**src/rtl/rej_bounded_poly_stream.sv**
```systemverilog
// Streaming rejection sampler for bounded polynomial coefficients.
// It turns SHAKE256 squeeze words into signed coefficients in [-ETA, ETA],
// and it can produce several polynomials back to back.
//
// state   | meaning
// --------+-----------------------------------------------------------------
// S_IDLE  | waiting for start
// S_LOAD  | in_ready high, waiting for the next squeeze word
// S_SCAN  | one nibble per cycle, lowest first; stalls while output is full
// S_DRAIN | Nth coefficient is registered, waiting for its handshake
// S_FIN   | done pulse, then back to idle
module rej_bounded_poly_stream #(
  parameter int N            = 256,
  parameter int DATA_IN_BITS = 64,
  parameter int COEFF_WIDTH  = 4,
  parameter int POLY_W       = 4
) (
  input  logic                    clk,
  input  logic                    rst_n,
  input  logic                    start,
  input  logic                    eta_sel,
  input  logic [POLY_W-1:0]       num_poly,
  input  logic [DATA_IN_BITS-1:0] in_data,
  input  logic                    in_valid,
  output logic                    in_ready,
  output logic [COEFF_WIDTH-1:0]  coeff_out,
  output logic [$clog2(N)-1:0]    coeff_idx,
  output logic [POLY_W-1:0]       poly_idx,
  output logic                    coeff_valid,
  input  logic                    coeff_ready,
  output logic                    poly_done,
  output logic                    squeeze_stop,
  output logic                    busy,
  output logic                    done
);

  localparam int IDX_W = $clog2(N);
  localparam int NIBS  = DATA_IN_BITS / 4;
  localparam int PTR_W = $clog2(NIBS);

  typedef enum logic [2:0] {
    S_IDLE,
    S_LOAD,
    S_SCAN,
    S_DRAIN,
    S_FIN
  } state_t;

  state_t                  state_q, state_d;
  logic                    eta4_q;
  logic [POLY_W-1:0]       num_poly_q;
  logic [DATA_IN_BITS-1:0] word_q;
  logic [PTR_W-1:0]        ptr_q;
  logic [IDX_W-1:0]        next_idx_q;

  logic [3:0]              nib;
  logic [3:0]              mod5;
  logic                    accept;
  logic [COEFF_WIDTH-1:0]  nib_coeff;
  logic                    out_free;
  logic                    scan_step;
  logic                    take;
  logic                    last_coeff;
  logic                    last_nib;
  logic                    last_poly;
  logic                    drain_hs;

  // The word is shifted right after each nibble, so the current nibble is always bits [3:0]
  assign out_free   = !coeff_valid || coeff_ready;
  assign scan_step  = (state_q == S_SCAN) && out_free;
  assign take       = scan_step && accept;
  assign last_coeff = take && (next_idx_q == IDX_W'(N - 1));
  assign last_nib   = (ptr_q == PTR_W'(NIBS - 1));
  assign last_poly  = (poly_idx == num_poly_q - POLY_W'(1));
  assign drain_hs   = (state_q == S_DRAIN) && coeff_valid && coeff_ready;

  // Nibble acceptance test and coefficient mapping for the latched ETA
  always_comb begin
    nib = word_q[3:0];
    if (nib >= 4'd10) begin
      mod5 = nib - 4'd10;
    end else if (nib >= 4'd5) begin
      mod5 = nib - 4'd5;
    end else begin
      mod5 = nib;
    end
    if (eta4_q) begin
      accept    = (nib < 4'd9);
      nib_coeff = COEFF_WIDTH'(4 - int'(nib));
    end else begin
      accept    = (nib < 4'd15);
      nib_coeff = COEFF_WIDTH'(2 - int'(mod5));
    end
  end

  // State register
  always_ff @(posedge clk or negedge rst_n) begin
    if (!rst_n) begin
      state_q <= S_IDLE;
    end else begin
      state_q <= state_d;
    end
  end

  // Next-state and control outputs
  always_comb begin
    state_d      = state_q;
    in_ready     = 1'b0;
    busy         = 1'b0;
    done         = 1'b0;
    poly_done    = 1'b0;
    squeeze_stop = 1'b0;
    case (state_q)
      S_IDLE: begin
        if (start) begin
          state_d = (num_poly == '0) ? S_FIN : S_LOAD;
        end
      end
      S_LOAD: begin
        in_ready = 1'b1;
        busy     = 1'b1;
        if (in_valid) begin
          state_d = S_SCAN;
        end
      end
      S_SCAN: begin
        busy = 1'b1;
        if (last_coeff) begin
          state_d = S_DRAIN;
        end else if (scan_step && last_nib) begin
          state_d = S_LOAD;
        end
      end
      S_DRAIN: begin
        busy = 1'b1;
        if (drain_hs) begin
          poly_done    = 1'b1;
          squeeze_stop = 1'b1;
          state_d      = last_poly ? S_FIN : S_LOAD;
        end
      end
      S_FIN: begin
        done    = 1'b1;
        state_d = S_IDLE;
      end
      default: state_d = S_IDLE;
    endcase
  end

  // Job parameters, word buffer, nibble pointer and the output register
  always_ff @(posedge clk or negedge rst_n) begin
    if (!rst_n) begin
      eta4_q      <= 1'b0;
      num_poly_q  <= '0;
      word_q      <= '0;
      ptr_q       <= '0;
      next_idx_q  <= '0;
      coeff_out   <= '0;
      coeff_idx   <= '0;
      poly_idx    <= '0;
      coeff_valid <= 1'b0;
    end else begin
      if ((state_q == S_IDLE) && start) begin
        eta4_q     <= eta_sel;
        num_poly_q <= num_poly;
        coeff_idx  <= '0;
        poly_idx   <= '0;
        next_idx_q <= '0;
      end
      if (in_ready && in_valid) begin
        word_q <= in_data;
        ptr_q  <= '0;
      end else if (scan_step) begin
        word_q <= word_q >> 4;
        ptr_q  <= ptr_q + PTR_W'(1);
      end
      if (coeff_valid && coeff_ready) begin
        coeff_valid <= 1'b0;
      end
      if (take) begin
        coeff_valid <= 1'b1;
        coeff_out   <= nib_coeff;
        coeff_idx   <= next_idx_q;
        next_idx_q  <= next_idx_q + IDX_W'(1);
      end
      if (drain_hs && !last_poly) begin
        poly_idx   <= poly_idx + POLY_W'(1);
        coeff_idx  <= '0;
        next_idx_q <= '0;
      end
    end
  end

endmodule

```
**config.mk**
```make
export PLATFORM = sky130hd
export DESIGN_NAME = rej_bounded_poly_stream
export DESIGN_NICKNAME = d
export VERILOG_FILES = /design/src/rtl/rej_bounded_poly_stream.sv
export SDC_FILE = /design/constraint.sdc
export NUM_CORES = 1
export LEC_CHECK = 0
export CORE_UTILIZATION = 56
export DETAILED_ROUTE_END_ITERATION = 10
export PLACE_DENSITY = 0.91
export SLEW_MARGIN = 20
export SYNTH_ARGS = -nofsm -noshare
export SYNTH_HDL_FRONTEND = slang
export SYNTH_SLANG_ARGS = --single-unit
```
**constraint.sdc**
```tcl
create_clock -name clk -period 4.3 [get_ports clk]
set_clock_uncertainty 0.1 [all_clocks]
set_input_delay 0.645 -clock clk [delete_from_list [all_inputs] [get_ports clk]]
set_output_delay 0.645 -clock clk [all_outputs]
set_load 0.01 [all_outputs]
```
After elaboration in Yosys (flattened, before gate mapping)
Index checks and enable logic that the tools add are counted.
- bitwise operators: 0
- add/sub/neg operators: 8
- reduce and logical (&&, ||, !) cells: 21
- multipliers: 0
- divide/modulo/power cells: 0
- multiplexer cells: 30
- eq/ne operators: 11
- shift-type cells: 0
- order comparisons: 4
- operator list (operator ; count):
    two-way mux 64 bit ; 2
    two-way mux 8 bit ; 5
    two-way mux 4 bit ; 7
    two-way mux 3 bit ; 7
    one-hot mux 3 bit (4 select lines) ; 1
    logical AND 1 bit ; 10
    adder 4 x 1 -> 4 bit (second input constant) ; 2
    adder 8 x 1 -> 8 bit (second input constant) ; 1
    == test 8 bit (second input constant) ; 1
    < comparator 4 bit (second input constant) ; 2
    two-way mux 1 bit ; 8
    == test 3 x 2 -> 1 bit (second input constant) ; 2
    inequality test 2 bit (second input constant) ; 3
    nonzero test 2 bit ; 3
    == test 4 bit ; 1
    == test 4 bit (second input constant) ; 1
    greater-or-equal comparator 4 x 3 -> 1 bit (second input constant) ; 1
    greater-or-equal comparator 4 bit (second input constant) ; 1
    logical NOT 4 bit ; 1
    AND reduction 4 bit ; 1
    subtractor 2 x 4 -> 4 bit (first input constant) ; 1
    subtractor 3 x 4 -> 4 bit (first input constant) ; 1
    subtractor 4 x 1 -> 4 bit (second input constant) ; 1
    subtractor 4 x 3 -> 4 bit (second input constant) ; 1
    other kinds (9) ; 10
- latch bits: 0
- bits in read-only memories: 0
- output and inout port bits: 22
- memories: 0
- input bits: 74
- memory bits (writable): 0
- register bits after elaboration: 101

Longest topological paths before layout
Gate-level depths: netlist of the first run.
- depth in word-level cells: 7
- depth in mapped cells: 11
- gate-level depth less buffers: 10

Least setup slack after synthesis of the first run
Ideal clock, no wire load.
- kind: reg-to-reg
- start point: register word_q[0]
- end point: register coeff_out[2]
- library setup time: 135 ps
- arrival time: 2037 ps
- required time: 4065 ps
- cell stages (with the launch flop): 11
- period minus slack after synthesis: 2273 ps
- setup slack: 2027 ps
- path buffers: 1
- cells stage by stage: dfrtp_1 -> clkbuf_1 -> inv_1 -> ha_1 -> nor4b_1 -> a31oi_1 -> xnor2_1 -> ha_1 -> xor2_1 -> o21ai_0 -> o21ai_0
- word-level cells in the longest chain between the ends: 5
- ends and longest elaborated chain (item ; RTL line ; source):
    from (decl) ; 52 ; logic [DATA_IN_BITS-1:0] word_q;
    from (signal assigned) ; 171 ; word_q <= in_data;
    from (signal assigned) ; 174 ; word_q <= word_q >> 4;
    subtractor 4 x 3 -> 4 bit / greater-or-equal comparator 4 x 3 -> 1 bit (equally long branches) ; 83, 82 ;
    two-way mux 4 bit ; 82 ; end else if (nib >= 4'd5) begin
    two-way mux 4 bit ; 80 ; if (nib >= 4'd10) begin
    subtractor 2 x 4 -> 4 bit ; 92 ; nib_coeff = COEFF_WIDTH'(2 - int'(mod5));
    two-way mux 4 bit ; 87 ; if (eta4_q) begin
    to (signal assigned) ; 182 ; coeff_out <= nib_coeff;
    to (decl) ; 26 ; output logic [COEFF_WIDTH-1:0] coeff_out,
Parallel ways exist; a longest one is shown, timed or not.
A chain may end at the register's enable or synchronous reset.

Final worst setup path of the first run
- start point: register state_q[0]
- end point: output port in_ready
- word-level cells in the longest chain between the ends: 2
- ends and longest elaborated chain (item ; RTL line ; source):
    from (decl) ; 49 ; state_t state_q, state_d;
    from (signal assigned) ; 101 ; state_q <= state_d;
    == test 3 x 1 -> 1 bit ; 113 ; case (state_q)
    two-way mux 1 bit ; 113 ;
    to (decl) ; 25 ; output logic in_ready,
No other way between the ends.

==> results of run 1 <==
==> worst max-delay path: cells and delay by family (launching register included) <==
| family | cells | cell delay [ns] |
|---|---|---|
| buffers and inverters | 2 | 0.81 |
| DFF | 1 | 0.64 |
| and+or+nand+nor | 1 | 0.48 |
==> per-layer routing <==
metal  track usage, %  vias to the layer above
li1                 -                     2061
met1            34.60                     2095
met2            45.04                      140
met3            5.213                       16
met4            7.587                        0
met5                0                        -
==> cell families after synthesis <==
logic type / Yosys count / synth area share [%]
AND/OR/NAND/NOR: 255 / 22.21
AO/OA/AOI/OAI: 123 / 16.63
multiplexers: 2 / 0.4044
buffers and inverters: 49 / 4.018
XOR/XNOR: 15 / 2.654
adder cells (fa/ha/maj): 12 / 3.033
flip-flops: 101 / 51.05
==> flip-flops by register name, summed over array words and instances (netlist names) <==
name,flops
eta4_q,1
state_q,3
next_idx_q,8
coeff_idx,8
coeff_out,4
coeff_valid,1
poly_idx,4
num_poly_q,4
word_q,64
ptr_q,4
==> Yosys cell counts, drive strengths merged (7+ instances only) <==
library cell  instances
nand2               149
dfrtp               101
nor2                 47
o21ai                30
a31oi                28
a22oi                26
clkbuf               24
nand3                16
buf                  14
nor3                 14
ha                   12
inv                  11
xnor2                 8
a21oi                 7
xor2                  7
==> worst min path at each step <==
stage                     slack, ns  cells past startpoint       start      endpoint
after floorplan                0.25                      0       rst_n  coeff_idx[0]
after global placement         0.36                      2  word_q[54]    word_q[54]
after detailed placement       0.36                      2  word_q[57]    word_q[57]
after CTS                      0.28                      1       rst_n  coeff_out[3]
after global routing           0.29                      1       rst_n  coeff_out[3]
final                          0.23                      1       rst_n  coeff_out[3]
==> power breakdown <==
group	switching (mW)	internal, mW	total, mW	leakage, nW
Clock	0.332	0.245	0.577	0.0852
Combinational	1.01	0.768	1.78	1.42
Sequential	0.324	1.34	1.67	1.26
==> cell type report <==
| class | count | area share, % |
|---|---|---|
| timing repair buffer | 100 | 16.14 |
| clock buffer | 12 | 2.540 |
| tap | 105 | 2.151 |
| multi-input combinational | 407 | 36.60 |
| sequential | 101 | 41.38 |
| inverter | 11 | 0.6760 |
| clock inverter | 4 | 0.5121 |
==> run summary, run 1 <==
Status -> complete, no violations
Bufs on Longest Clock Path -> 2
FP Rows -> 33
Clock Latency Late Sink -> 0.37 ns
GR Util All Layers -> 26.55%
Rel. slew slack -> 35.25%
Initial DRT Pass Iterations -> 5
Layout fillers -> 627
Most common cell after layout, fill and taps aside -> nand2_1
Post-cts resize count -> 0
Lkg Pwr -> 2.766 nW
Worst Path Arrival -> 2.28 ns
Core area -> 0.008382 mm²
Post-synth EDFFs -> 0
Wire length of the first global-routing pass -> 18850 µm
CP max-delay cell -> dfrtp_1
DIE AREA -> 0.009221 mm²
Post-Layout Cell Count -> 740
Crit path required time -> 3.56 ns
Worst Setup SP -> state_q[0]
Final WS setup -> 1.274 ns
Worst-path clk slew -> 0.10 ns
Largest net degree at the start of global routing -> 71
Total CTS buffers -> 9
Post-CTS Setup Bufs -> 0
Number of placed cells counting well taps -> 724
Worst slack, placed -> 1.261 ns
Area occupied by multi-input gates -> 0.002236 mm²
Most frequent cells in the layout -> nand2_1, dfrtp_1, clkdlybuf4s50_1
# diodes -> 0
Congestion Overflow GR -> 0
Syn avg cell area -> 8.889 µm²
Met3 wire len -> 565 µm
Syn Nets -> 643
Chip Height -> 96.03 µm
Share of synthesized registers carrying an async set or reset -> 100.0%
Worst setup path endpoint -> in_ready
DP Area -> 0.005916 mm²
WL/cell -> 15.69 µm
IO buf count -> 95
CTS tree -> done
Met1 WL -> 4926 µm
PwrDens -> 658.4 mW/mm²
RSZ-0062 raised after global routing -> false
Worst flop-to-flop path endpoint -> state_q[0]
Drt total wl -> 11610 µm
Final net count -> 716
Peak VDD IR -> 0.2986 mV
Synth Flop Type -> dfrtp_1
Fin Setup TNS -> 0 ns
CP Max Fanout -> 13
Vias in the first global route -> 4087
Yosys warnings -> 0
Worst hold slack -> 0.2314 ns
Initial Util -> 59.07%
Clk Tree Root Cell -> clkbuf_8
CTS sink cnt -> 101
GPL Wtd Cong -> 0.8444
Via density -> 5.827
FMAX -> 0.3305 GHz
Worst Tran Pin Value -> 0.9713 ns
Library cells used by synthesis -> 49
Total power -> 4.022 mW
Period Utilization, post-route -> 70.37%
Utilization after layout -> 72.88%
DR iter-0 viols -> 247
Worst setup EP type -> primary output
Synth top area cells -> dfrtp_1, nand2_1, a22oi_1
H-Tree Depth -> 3
Final setup vio count -> 0
Detail Placement HPWL -> 7981 µm
Flops & latches, synth -> 101
Sequential cell area fraction in the yosys report -> 51.05%
Synth area leader -> dfrtp_1
Type of origin of the critical path -> flop
Crit path largest cell delay -> 0.64 ns
Synth top area share -> 51.05%
DR vias -> 4312
Type of the worst setup path -> flop to primary output
DRC -> 0
Hold WC Path Type -> input port to asynchronous set/reset pin
Detail Route met2 WL -> 5969 µm
Fin. Hold Viols -> 0
Final worst path period need -> 3.026 ns
Worst r2r path cells -> 8
Die width -> 96.03 µm
CTS Hold Bufs -> 0
Reg2reg setup slack -> 1.60 ns
Register area -> 0.002527 mm²
Final Max Slew Viols -> 0
Critical-path cell list -> inv_1, nor3_1, clkdlybuf4s50_1
Critical R2R Launch -> word_q[1]
Layout cells sized above 1 -> 4.882%
Fin area -> 0.006108 mm²
Max Cap Violations -> 0
Area grow syn2layout -> 23.38%
Synthesized instance count -> 557
Mapped cell area -> 0.004951 mm²
Highest Signal Layer -> met4
Post-route ant nets -> 0
I/O pin count -> 96
Initial antenna violation count -> 0
Power figures use the tool's default switching activity.
==> inputs of run 2 (changes only) <==
--- a/config.mk
+++ b/config.mk
@@ -5,9 +5,9 @@
 export SDC_FILE = /design/constraint.sdc
 export NUM_CORES = 1
 export LEC_CHECK = 0
-export CORE_UTILIZATION = 56
+export CORE_UTILIZATION = 47
 export DETAILED_ROUTE_END_ITERATION = 10
-export PLACE_DENSITY = 0.91
+export PLACE_DENSITY = 0.82
 export SLEW_MARGIN = 20
 export SYNTH_ARGS = -nofsm -noshare
 export SYNTH_HDL_FRONTEND = slang
==> constraint.sdc (replaced) <==
create_clock -name clk -period 2.48 [get_ports clk]
set_clock_uncertainty 0.1 [all_clocks]
set_input_delay 0.372 -clock clk [delete_from_list [all_inputs] [get_ports clk]]
set_output_delay 0.372 -clock clk [all_outputs]
set_load 0.01 [all_outputs]
==> run 2 against run 1 <==
Net effect:
- the run now ends with DRC left
- clock power is 92% higher
- utilization is 11 points lower
- final cell count is 6.2% higher
- register-to-register slack worse by 1.4 ns
- sequential power increased by 68%
- setup slack lost 1.0 ns
- combinational power is 80% higher
- critical path type is now flop to flop
- largest cell class unchanged
==> run summary, run 2 (synthesized netlist as in run 1, its figures left out) <==
GR Util All Layers -> 20.68%
Max Cap Violations -> 0
FP Rows -> 37
Fin. Hold Viols -> 0
Final worst path period need -> 2.252 ns
Core area -> 0.01028 mm²
Rel. slew slack -> 53.26%
Register with the most flip-flops -> word_q
Final net count -> 731
Sequential share of power -> 39.4%
Clk Tree Root Cell -> clkbuf_8
Critical R2R Launch -> word_q[1]
Type of origin of the critical path -> flop
H-Tree Depth -> 3
Worst Path Arrival -> 2.40 ns
Initial Util -> 48.17%
# diodes -> 0
Sw Pwr -> 2.832 mW
Clock Latency Late Sink -> 0.36 ns
Reg2reg setup slack -> 0.23 ns
Hold Path Origin -> coeff_out[2]
Worst Hold Path EP -> coeff_out[2]
Share of total power in the clock network -> 15.6%
Lkg Pwr -> 2.889 nW
Worst setup EP type -> flop
Initial antenna violation count -> 0
Total CTS buffers -> 9
IO buf count -> 95
DR iter-0 viols -> 222
Via density -> 5.415
DIE AREA -> 0.01095 mm²
Layout cells sized above 1 -> 7.538%
Largest net degree at the start of global routing -> 52
Layout fillers -> 857
Initial DRT Pass Iterations -> 8
DRC -> 2
WL/cell -> 13.97 µm
CTS sink cnt -> 101
Number of placed cells counting well taps -> 767
Period Utilization, post-route -> 90.83%
CTS tree -> done
Worst r2r path cells -> 9
Wire length of the first global-routing pass -> 18450 µm
Int Pwr -> 4.300 mW
Final setup vio count -> 0
Largest register FFs -> 64
Congestion Overflow GR -> 0
Vias in the first global route -> 3990
GPL Wtd Cong -> 0.8484
Regs by FF count -> word_q: 64 flops, coeff_idx: 8 flops, next_idx_q: 8 flops
Worst Hold Depth -> 2
FMAX -> 0.4440 GHz
Most common cell after layout, fill and taps aside -> nand2_1
Drt total wl -> 10980 µm
Final Max Slew Viols -> 0
Logic pwr share -> 45.0%
RSZ-0062 raised after global routing -> false
Die width -> 104.6 µm
Post-route ant nets -> 0
I/O pin count -> 96
Worst Tran Pin Value -> 0.6995 ns
Type of the worst setup path -> flop to flop
Worst flop-to-flop path endpoint -> coeff_out[2]
Post-Layout Cell Count -> 786
Switching Fraction -> 39.71%
Worst-path clk slew -> 0.09 ns
Peak VDD IR -> 0.5020 mV
Area grow syn2layout -> 27.57%
Failing checks -> DRC
Bufs on Longest Clock Path -> 2
Crit path required time -> 2.63 ns
DR vias -> 4256
Chip Height -> 104.6 µm
Detail Placement HPWL -> 7826 µm
Hold WC Path Type -> flop to flop
CP Max Fanout -> 10
Most frequent cells in the layout -> nand2_1, dfrtp_1, clkdlybuf4s50_1
Status -> finished, violations left
PwrDens -> 1129 mW/mm²
Utilization after layout -> 61.46%
==> run 2: what timing repair did <==
action	in CTS	in global routing
setup endpoints to repair	2	2
hold endpoints to repair	50	0
setup buffers	0	2
resized for setup	2	4
pin swaps	0	0
cloned	0	0
hold buffers	1	0
==> run 2: final cells by class <==
type	count	area, µm²	area share, %
Tap cell	136	170.2	2.694
Timing Repair Buffer	115	1115	17.65
Sequential cell	101	2531	40.08
Multi-Input combinational cell	407	2240	35.46
Inverter	11	41.29	0.6537
Clock buffer	11	151.4	2.397
Clock inverter	5	67.56	1.070
==> run 2: power by group through the flow <==
stage / registers [mW] / clock network (mW) / logic [mW]
floorplan: 2.70 / 0 / 2.35
global placement: 2.80 / 0 / 3.05
detailed placement: 2.82 / 0 / 3.21
CTS: 2.80 / 1.14 / 3.21
global route: 2.90 / 1.20 / 3.65
finish: 2.81 / 1.11 / 3.21
==> run 2: through the flow <==
stage / cell area (µm²) / hold WS (ns) / setup WS (ns) / power, mW / setup TNS (ns)
after global routing: 6316 / 0.4135 / 0.05487 / 7.748 / 0
after CTS: 6286 / 0.3927 / 0.002789 / 7.149 / 0
after detailed placement: 6057 / 0.3426 / -0.08611 / 6.025 / -1.572
final: 6316 / 0.3828 / 0.2275 / 7.132 / 0
after floorplan: 4951 / -0.02359 / 0.2072 / 5.046 / 0
after global placement: 6057 / 0.3311 / 0.01340 / 5.842 / 0
==> run 2: worst max path at each step <==
| stage | start | endpoint | slack [ns] | cells after the start |
|---|---|---|---|---|
| after floorplan | word_q[0] | coeff_out[2] | 0.21 | 10 |
| after global placement | coeff_ready | word_q[60] | 0.01 | 5 |
| after detailed placement | coeff_ready | word_q[62] | -0.09 | 5 |
| after CTS | coeff_ready | squeeze_stop | 0.003 | 5 |
| after global routing | word_q[1] | coeff_out[1] | 0.05 | 10 |
| final | word_q[1] | coeff_out[2] | 0.23 | 9 |
==> run 2: worst max-delay path, cell delays in order, from the launching register on <==
cell     delay (ns)
dfrtp_1        0.39
buf_4          0.17
ha_1           0.23
nor4b_1        0.36
a31oi_1        0.15
xnor2_1        0.17
ha_1           0.20
xor2_1         0.16
o21ai_0        0.14
o21ai_0        0.08
==> run 2: layer usage <==
layer / wire, µm / global-route usage (%)
met5: 0 / 0
met4: 155 / 6.539
met3: 466 / 3.182
met2: 5342 / 33.77
met1: 5013 / 28.37
